`src/rtl/mat_result_collector.sv`:
```
// Captures the element-serial result stream of mat_ops, validates it, and replays the stored
// matrix row-major over a valid/ready handshake.
module mat_result_collector #(
  parameter int unsigned MAX_ELEMS = 25
) (
  input  logic       clk,
  input  logic       rst,
  input  logic       busy_flag,
  input  logic       op_done,
  input  logic       error_flag,
  input  logic [7:0] result_data,
  input  logic [2:0] result_m,
  input  logic [2:0] result_n,
  input  logic       rd_start,
  input  logic       rd_ready,
  output logic       rd_valid,
  output logic [7:0] rd_data,
  output logic [2:0] rd_row,
  output logic [2:0] rd_col,
  output logic       rd_last,
  output logic [2:0] res_m,
  output logic [2:0] res_n,
  output logic [4:0] elem_count,
  output logic       result_valid,
  output logic       ovf_flag,
  output logic       mismatch_flag,
  output logic       err_flag
);

  typedef enum logic [1:0] {StIdle, StCapture, StHold, StRead} state_e;

  state_e state_q, state_d;

  logic [7:0] mem_q [MAX_ELEMS];
  logic       mem_we;
  logic [4:0] mem_addr;

  logic       wr;
  logic       enter_cap;
  logic       replay_go;
  logic       consume;
  logic       mismatch;
  logic [5:0] product;

  logic [4:0] elem_count_d, elem_count_q;
  logic       result_valid_d, result_valid_q;
  logic       ovf_d, ovf_q;
  logic       mismatch_d, mismatch_q;
  logic       err_d, err_q;
  logic [2:0] res_m_d, res_m_q;
  logic [2:0] res_n_d, res_n_q;
  logic [4:0] ptr_d, ptr_q;
  logic       rd_valid_d, rd_valid_q;
  logic [7:0] rd_data_d, rd_data_q;
  logic [2:0] rd_row_d, rd_row_q;
  logic [2:0] rd_col_d, rd_col_q;
  logic       rd_last_d, rd_last_q;

  assign wr        = busy_flag && !op_done;
  assign enter_cap = wr && (state_q != StCapture);
  assign replay_go = (state_q == StHold) && rd_start && result_valid_q && (elem_count_q != 5'd0);
  assign consume   = (state_q == StRead) && rd_valid_q && rd_ready;
  assign product   = {3'b000, result_m} * {3'b000, result_n};
  assign mismatch  = product != {1'b0, elem_count_q};

  always_ff @(posedge clk) begin
    if (rst) begin
      state_q <= StIdle;
    end else begin
      state_q <= state_d;
    end
  end

  // A new write always wins, aborting any hold or replay in progress.
  always_comb begin
    state_d = state_q;
    if (wr) begin
      state_d = StCapture;
    end else begin
      case (state_q)
        StCapture: if (op_done) state_d = StHold;
        StHold:    if (replay_go) state_d = StRead;
        StRead:    if (consume && rd_last_q) state_d = StHold;
        default:   state_d = state_q;
      endcase
    end
  end

  always_comb begin
    elem_count_d   = elem_count_q;
    result_valid_d = result_valid_q;
    ovf_d          = ovf_q;
    mismatch_d     = mismatch_q;
    err_d          = err_q;
    res_m_d        = res_m_q;
    res_n_d        = res_n_q;
    ptr_d          = ptr_q;
    rd_valid_d     = rd_valid_q;
    rd_data_d      = rd_data_q;
    rd_row_d       = rd_row_q;
    rd_col_d       = rd_col_q;
    rd_last_d      = rd_last_q;
    mem_we         = 1'b0;
    mem_addr       = elem_count_q;

    if (enter_cap) begin
      elem_count_d   = 5'd1;
      result_valid_d = 1'b0;
      ovf_d          = 1'b0;
      mismatch_d     = 1'b0;
      err_d          = 1'b0;
      rd_valid_d     = 1'b0;
      mem_we         = 1'b1;
      mem_addr       = 5'd0;
    end else if (state_q == StCapture) begin
      if (error_flag) err_d = 1'b1;
      if (wr) begin
        if (elem_count_q == 5'(MAX_ELEMS)) begin
          ovf_d = 1'b1;
        end else begin
          mem_we       = 1'b1;
          elem_count_d = elem_count_q + 5'd1;
        end
      end else if (op_done) begin
        res_m_d        = result_m;
        res_n_d        = result_n;
        mismatch_d     = mismatch;
        result_valid_d = !(mismatch || ovf_q || err_q || error_flag);
      end
    end else if (replay_go) begin
      ptr_d      = 5'd0;
      rd_valid_d = 1'b1;
      rd_data_d  = mem_q[0];
      rd_row_d   = 3'd0;
      rd_col_d   = 3'd0;
      rd_last_d  = (elem_count_q == 5'd1);
    end else if (consume) begin
      if (rd_last_q) begin
        rd_valid_d = 1'b0;
      end else begin
        ptr_d     = ptr_q + 5'd1;
        rd_data_d = mem_q[ptr_q + 5'd1];
        rd_last_d = ((ptr_q + 5'd1) == (elem_count_q - 5'd1));
        if (rd_col_q == (res_n_q - 3'd1)) begin
          rd_col_d = 3'd0;
          rd_row_d = rd_row_q + 3'd1;
        end else begin
          rd_col_d = rd_col_q + 3'd1;
        end
      end
    end
  end

  always_ff @(posedge clk) begin
    if (rst) begin
      elem_count_q   <= '0;
      result_valid_q <= 1'b0;
      ovf_q          <= 1'b0;
      mismatch_q     <= 1'b0;
      err_q          <= 1'b0;
      res_m_q        <= '0;
      res_n_q        <= '0;
      ptr_q          <= '0;
      rd_valid_q     <= 1'b0;
      rd_data_q      <= '0;
      rd_row_q       <= '0;
      rd_col_q       <= '0;
      rd_last_q      <= 1'b0;
    end else begin
      elem_count_q   <= elem_count_d;
      result_valid_q <= result_valid_d;
      ovf_q          <= ovf_d;
      mismatch_q     <= mismatch_d;
      err_q          <= err_d;
      res_m_q        <= res_m_d;
      res_n_q        <= res_n_d;
      ptr_q          <= ptr_d;
      rd_valid_q     <= rd_valid_d;
      rd_data_q      <= rd_data_d;
      rd_row_q       <= rd_row_d;
      rd_col_q       <= rd_col_d;
      rd_last_q      <= rd_last_d;
    end
  end

  // Storage is deliberately not reset; only addresses below elem_count are meaningful.
  always_ff @(posedge clk) begin
    if (mem_we && !rst) mem_q[mem_addr] <= result_data;
  end

  assign rd_valid      = rd_valid_q;
  assign rd_data       = rd_data_q;
  assign rd_row        = rd_row_q;
  assign rd_col        = rd_col_q;
  assign rd_last       = rd_last_q;
  assign res_m         = res_m_q;
  assign res_n         = res_n_q;
  assign elem_count    = elem_count_q;
  assign result_valid  = result_valid_q;
  assign ovf_flag      = ovf_q;
  assign mismatch_flag = mismatch_q;
  assign err_flag      = err_q;

endmodule
```
`config.mk`:
```
export PLATFORM = sky130hd
export DESIGN_NAME = mat_result_collector
export DESIGN_NICKNAME = d
export VERILOG_FILES = /design/src/rtl/mat_result_collector.sv
export SDC_FILE = /design/constraint.sdc
export NUM_CORES = 1
export LEC_CHECK = 0
export CORE_MARGIN = 2
export CORE_UTILIZATION = 38
export DETAILED_ROUTE_END_ITERATION = 8
export SLEW_MARGIN = 20
export SYNTH_ARGS = -nofsm -noshare
export SYNTH_HDL_FRONTEND = slang
export SYNTH_SLANG_ARGS = --single-unit
```
`constraint.sdc`:
```
create_clock -name clk -period 4.1 [get_ports clk]
set_clock_uncertainty 0.05 [all_clocks]
set_input_delay 1.23 -clock clk [delete_from_list [all_inputs] [get_ports clk]]
set_output_delay 1.23 -clock clk [all_outputs]
set_load 0.02 [all_outputs]
```
==> impl_summary.log <==
[metrics] global route total overflow: 0
[metrics] Final HPWL DP: 15.5 mm
[metrics] cell area after synthesis: 0.0101 mm²
[metrics] leakage power of the design: 0.00408 µW
[metrics] leading post-synthesis cells by instance count: edfxtp_1, nand2_1, nor2_1, nand3_1, dfxtp_1
[metrics] TritonCTS clock tree: built
[metrics] clock slew at reported path FFs: 60 ps
[metrics] Avg WL per Cell: 19.9 µm
[metrics] # IOs: 52
[metrics] number of gates resized after cts: 0
[metrics] setup repair after global routing missed its margin: false
[metrics] FMAX: 278 MHz
[metrics] Root Driver: clkbuf_16
[metrics] internal power component: 4170 µW
[metrics] class of the tightest hold or removal check: reg2reg
[metrics] number of cells on the worst reg-to-reg path: 8
[metrics] post-synth net total: 800
[metrics] setup tns final: 0 ps
[metrics] largest area contributor in the netlist: edfxtp_1
[metrics] # placed instances: 1155
[metrics] share of synthesized flip-flops with an asynchronous set or reset: 0%
[metrics] initial drt markers: 551
[metrics] Setup CP Type: in2reg
[metrics] initial standard-cell utilization of the core: 38.6%
[metrics] Final #Nets: 883
[metrics] outcome: completed
[metrics] cell at the slowest stage of the critical path: fa_1
[metrics] GRT Resource Usage Total: 17.1%
[metrics] Site Rows: 59
[metrics] Primary FF master, synth: edfxtp_1
[metrics] buffer and inverter count on the worst path: 1
[metrics] clock insertion delay at the later pin of the skew report: 550 ps
[metrics] number of max-cap violations: 0
[metrics] endpoint of the worst setup timing path: result_valid
[metrics] worst path cell trace: clkdlybuf4s50_1, and2_1, fa_1, ha_1, fa_1, xor2_1, nor3_1, nand3_1, or4_1, a21oi_1
[metrics] floorplan die area: 0.0278 mm²
[metrics] clock network fraction of design power: 46.7%
[metrics] clock sink count: 238
[metrics] Rel. slew slack: 30.2%
[metrics] data arrival time of the critical path: 4000 ps
[metrics] Detailed Routing Iterations Pass 1: 9
[metrics] leading cell type by number of instances after synthesis: edfxtp_1
[metrics] Via Count: 6320
[metrics] Area growth, synth to finish: 19.5%
[metrics] number of buffers created by CTS: 26
[metrics] Seq/Total Area, Yosys: 67.3%
[metrics] Worst R2R Setup Slack: 1090 ps
[metrics] buffer depth of the longest clock path: 3
[metrics] stage delay of the slowest cell on the critical path: 490 ps
[metrics] number of input and output port buffers inserted: 51
[metrics] DR DRC count: 0
[metrics] Pwr Density: 433 mW/mm²
[metrics] share of post-route cells with drive strength above 1: 13.0%
[metrics] switching power summed over all nets: 1040 µW
[metrics] DIE HEIGHT: 167 µm
[metrics] cell depth of the worst setup path: 10
[metrics] startpoint types: input pin
[metrics] post-CTS repair timing setup buffer count: 0
[metrics] post-synthesis cell count: 765
[metrics] fin crit period: 3600 ps
[metrics] total wirelength of the detailed-routed design: 23.9 mm
[metrics] transition time of the tightest slew-check pin: 1040 ps
[metrics] data required time of the critical path: 4500 ps
[metrics] power share of the combinational group: 2.7%
[metrics] source of the critical timing path: result_m[0]
[metrics] antenna fix cells: 0
[metrics] peak supply drop: 496 µV
[metrics] routability-driven placement congestion ratio: 0.799
[metrics] warning count from the yosys run: 0
[metrics] switching fraction of total power: 19.9%
[metrics] final hold vios: 0
[metrics] hold bufs inserted after CTS: 0
[metrics] count of different cell masters after synthesis: 57
[metrics] first-pass GRT wire length: 37.0 mm
[metrics] Synth top area share: 59.7%
[metrics] # H-tree levels: 1
[metrics] count of flip-flops with a built-in enable after synthesis: 200
[metrics] maximum number of pins on one net before global-route repair: 55
[metrics] core area: 0.0261 mm²
[metrics] kind of cell adding the most delay to the critical path: adder cells
[metrics] maximum fanout along the worst path: 2
[metrics] launch instance of the worst register-to-register path: ptr_q[1]
[metrics] Critical Path Sink Type: register
[metrics] number of antenna violations at the first check in global routing: 0
[metrics] width of the die: 167 µm
[metrics] post-route antenna net violation count: 0
[metrics] number of setup violations in the final report: 0
[metrics] via count of the first global-routing pass: 6253
[metrics] synthesized flop and latch total: 238
[metrics] Final Max Slew Viols: 0
[metrics] top post-synthesis cells by area: edfxtp_1, dfxtp_1, nand2_1
[metrics] sequential cell fraction of total power: 50.6%
[metrics] via density per instance: 5.26
[metrics] Avg Synthesized Cell Area: 13.1 µm²
[metrics] post-route insts no fill: 1202
[metrics] final critical-path share of the clock period: 87.8%
[metrics] crit-path most repeated cell: fa_1
[metrics] Critical R2R Capture: rd_data[3]
-- sequential cells by signal (all words and copies together) (netlist names) --
signal,cells
mem_q,200
rd_data,8
elem_count,5
ptr_q,5
rd_col,3
rd_row,3
res_m,3
res_n,3
state_q,2
err_flag,1
mismatch_flag,1
ovf_flag,1
rd_last,1
rd_valid,1
result_valid,1
-- layout by cell type, fill, tap and decap left out, types with 13 or more instances in the layout --
cell type / count
edfxtp_1: 200
nand2_1: 147
nor2_1: 58
clkdlybuf4s50_1: 51
buf_4: 46
nand3_1: 43
dfxtp_1: 38
clkbuf_16: 27
mux2i_1: 21
a21oi_1: 21
xor2_1: 14
a31oi_1: 14
mux4_2: 13
-- power by group through the flow --
stage	registers (µW)	clock network [µW]	logic, µW
6_report	2640	2430	141
5_1_grt	2640	2570	154
4_1_cts	2640	2470	142
3_5_place_dp	2690	0	142
3_3_place_gp	2690	0	140
2_1_floorplan	2690	0	57.8
-- worst reg2reg max path: stages, from the launching register on --
cell and delay (ps):
dfxtp_1 420, ha_1 440, xor2_4 710, buf_4 400, mux2i_1 230, a32o_1 170, nor3_1 80, a211oi_1 280
a31oi_1 120
-- routing by layer --
metal  wire length, µm  part of all wire, %  vias up  track usage (%)
met1             11000                   46     3098             24.0
met5                 0                    0        -                0
met3              1120                  4.7       48             2.71
met4               658                  2.8        0             4.91
li1                  -                    -     2998                -
met2             11100                   46      176             27.7
-- layout make-up --
cell class / instances / area, µm²
fill: 2365 / 14000
sequential: 238 / 6770
multi-input combinational: 479 / 3050
timing repair buffer: 97 / 856
clock buffer: 34 / 714
tap: 335 / 419
clock inverter: 13 / 190
inverter: 6 / 22.5
-- through the flow --
step	setup WS, ps	util, %	instance area [µm²]	hold WS, ps	power, µW
after detailed placement	-39.2	42.7	11100	401	2830
after global placement	-29.6	42.7	11100	397	2830
after global routing	433	46.1	12000	443	5360
after floorplan	542	-	10100	441	2740
final	500	46.1	12000	410	5210
after CTS	491	46.1	12000	410	5240
-- worst min path at each step --
stage / startpoint / to / cells past startpoint
after floorplan: mem_q[24][0] / rd_data[0] / 2
after global placement: res_m[2] / res_m[2] / 2
after detailed placement: res_m[1] / res_m[1] / 2
after CTS: res_m[1] / res_m[1] / 2
after global routing: res_m[1] / res_m[1] / 2
final: res_m[1] / res_m[1] / 2
-- logic make-up (layout without fill, tap and decap cells) --
family / after synthesis / count (layout) / share of synthesized area (%)
simple gates: 320 / 320 / 14.8
xor+xnor: 29 / 29 / 2.86
compound gates: 82 / 82 / 5.71
fa+ha+maj: 14 / 14 / 1.89
buf+inv: 48 / 150 / 2.46
flops: 238 / 238 / 67.3
mux: 34 / 34 / 5.00
Power figures use the tool's default switching activity.
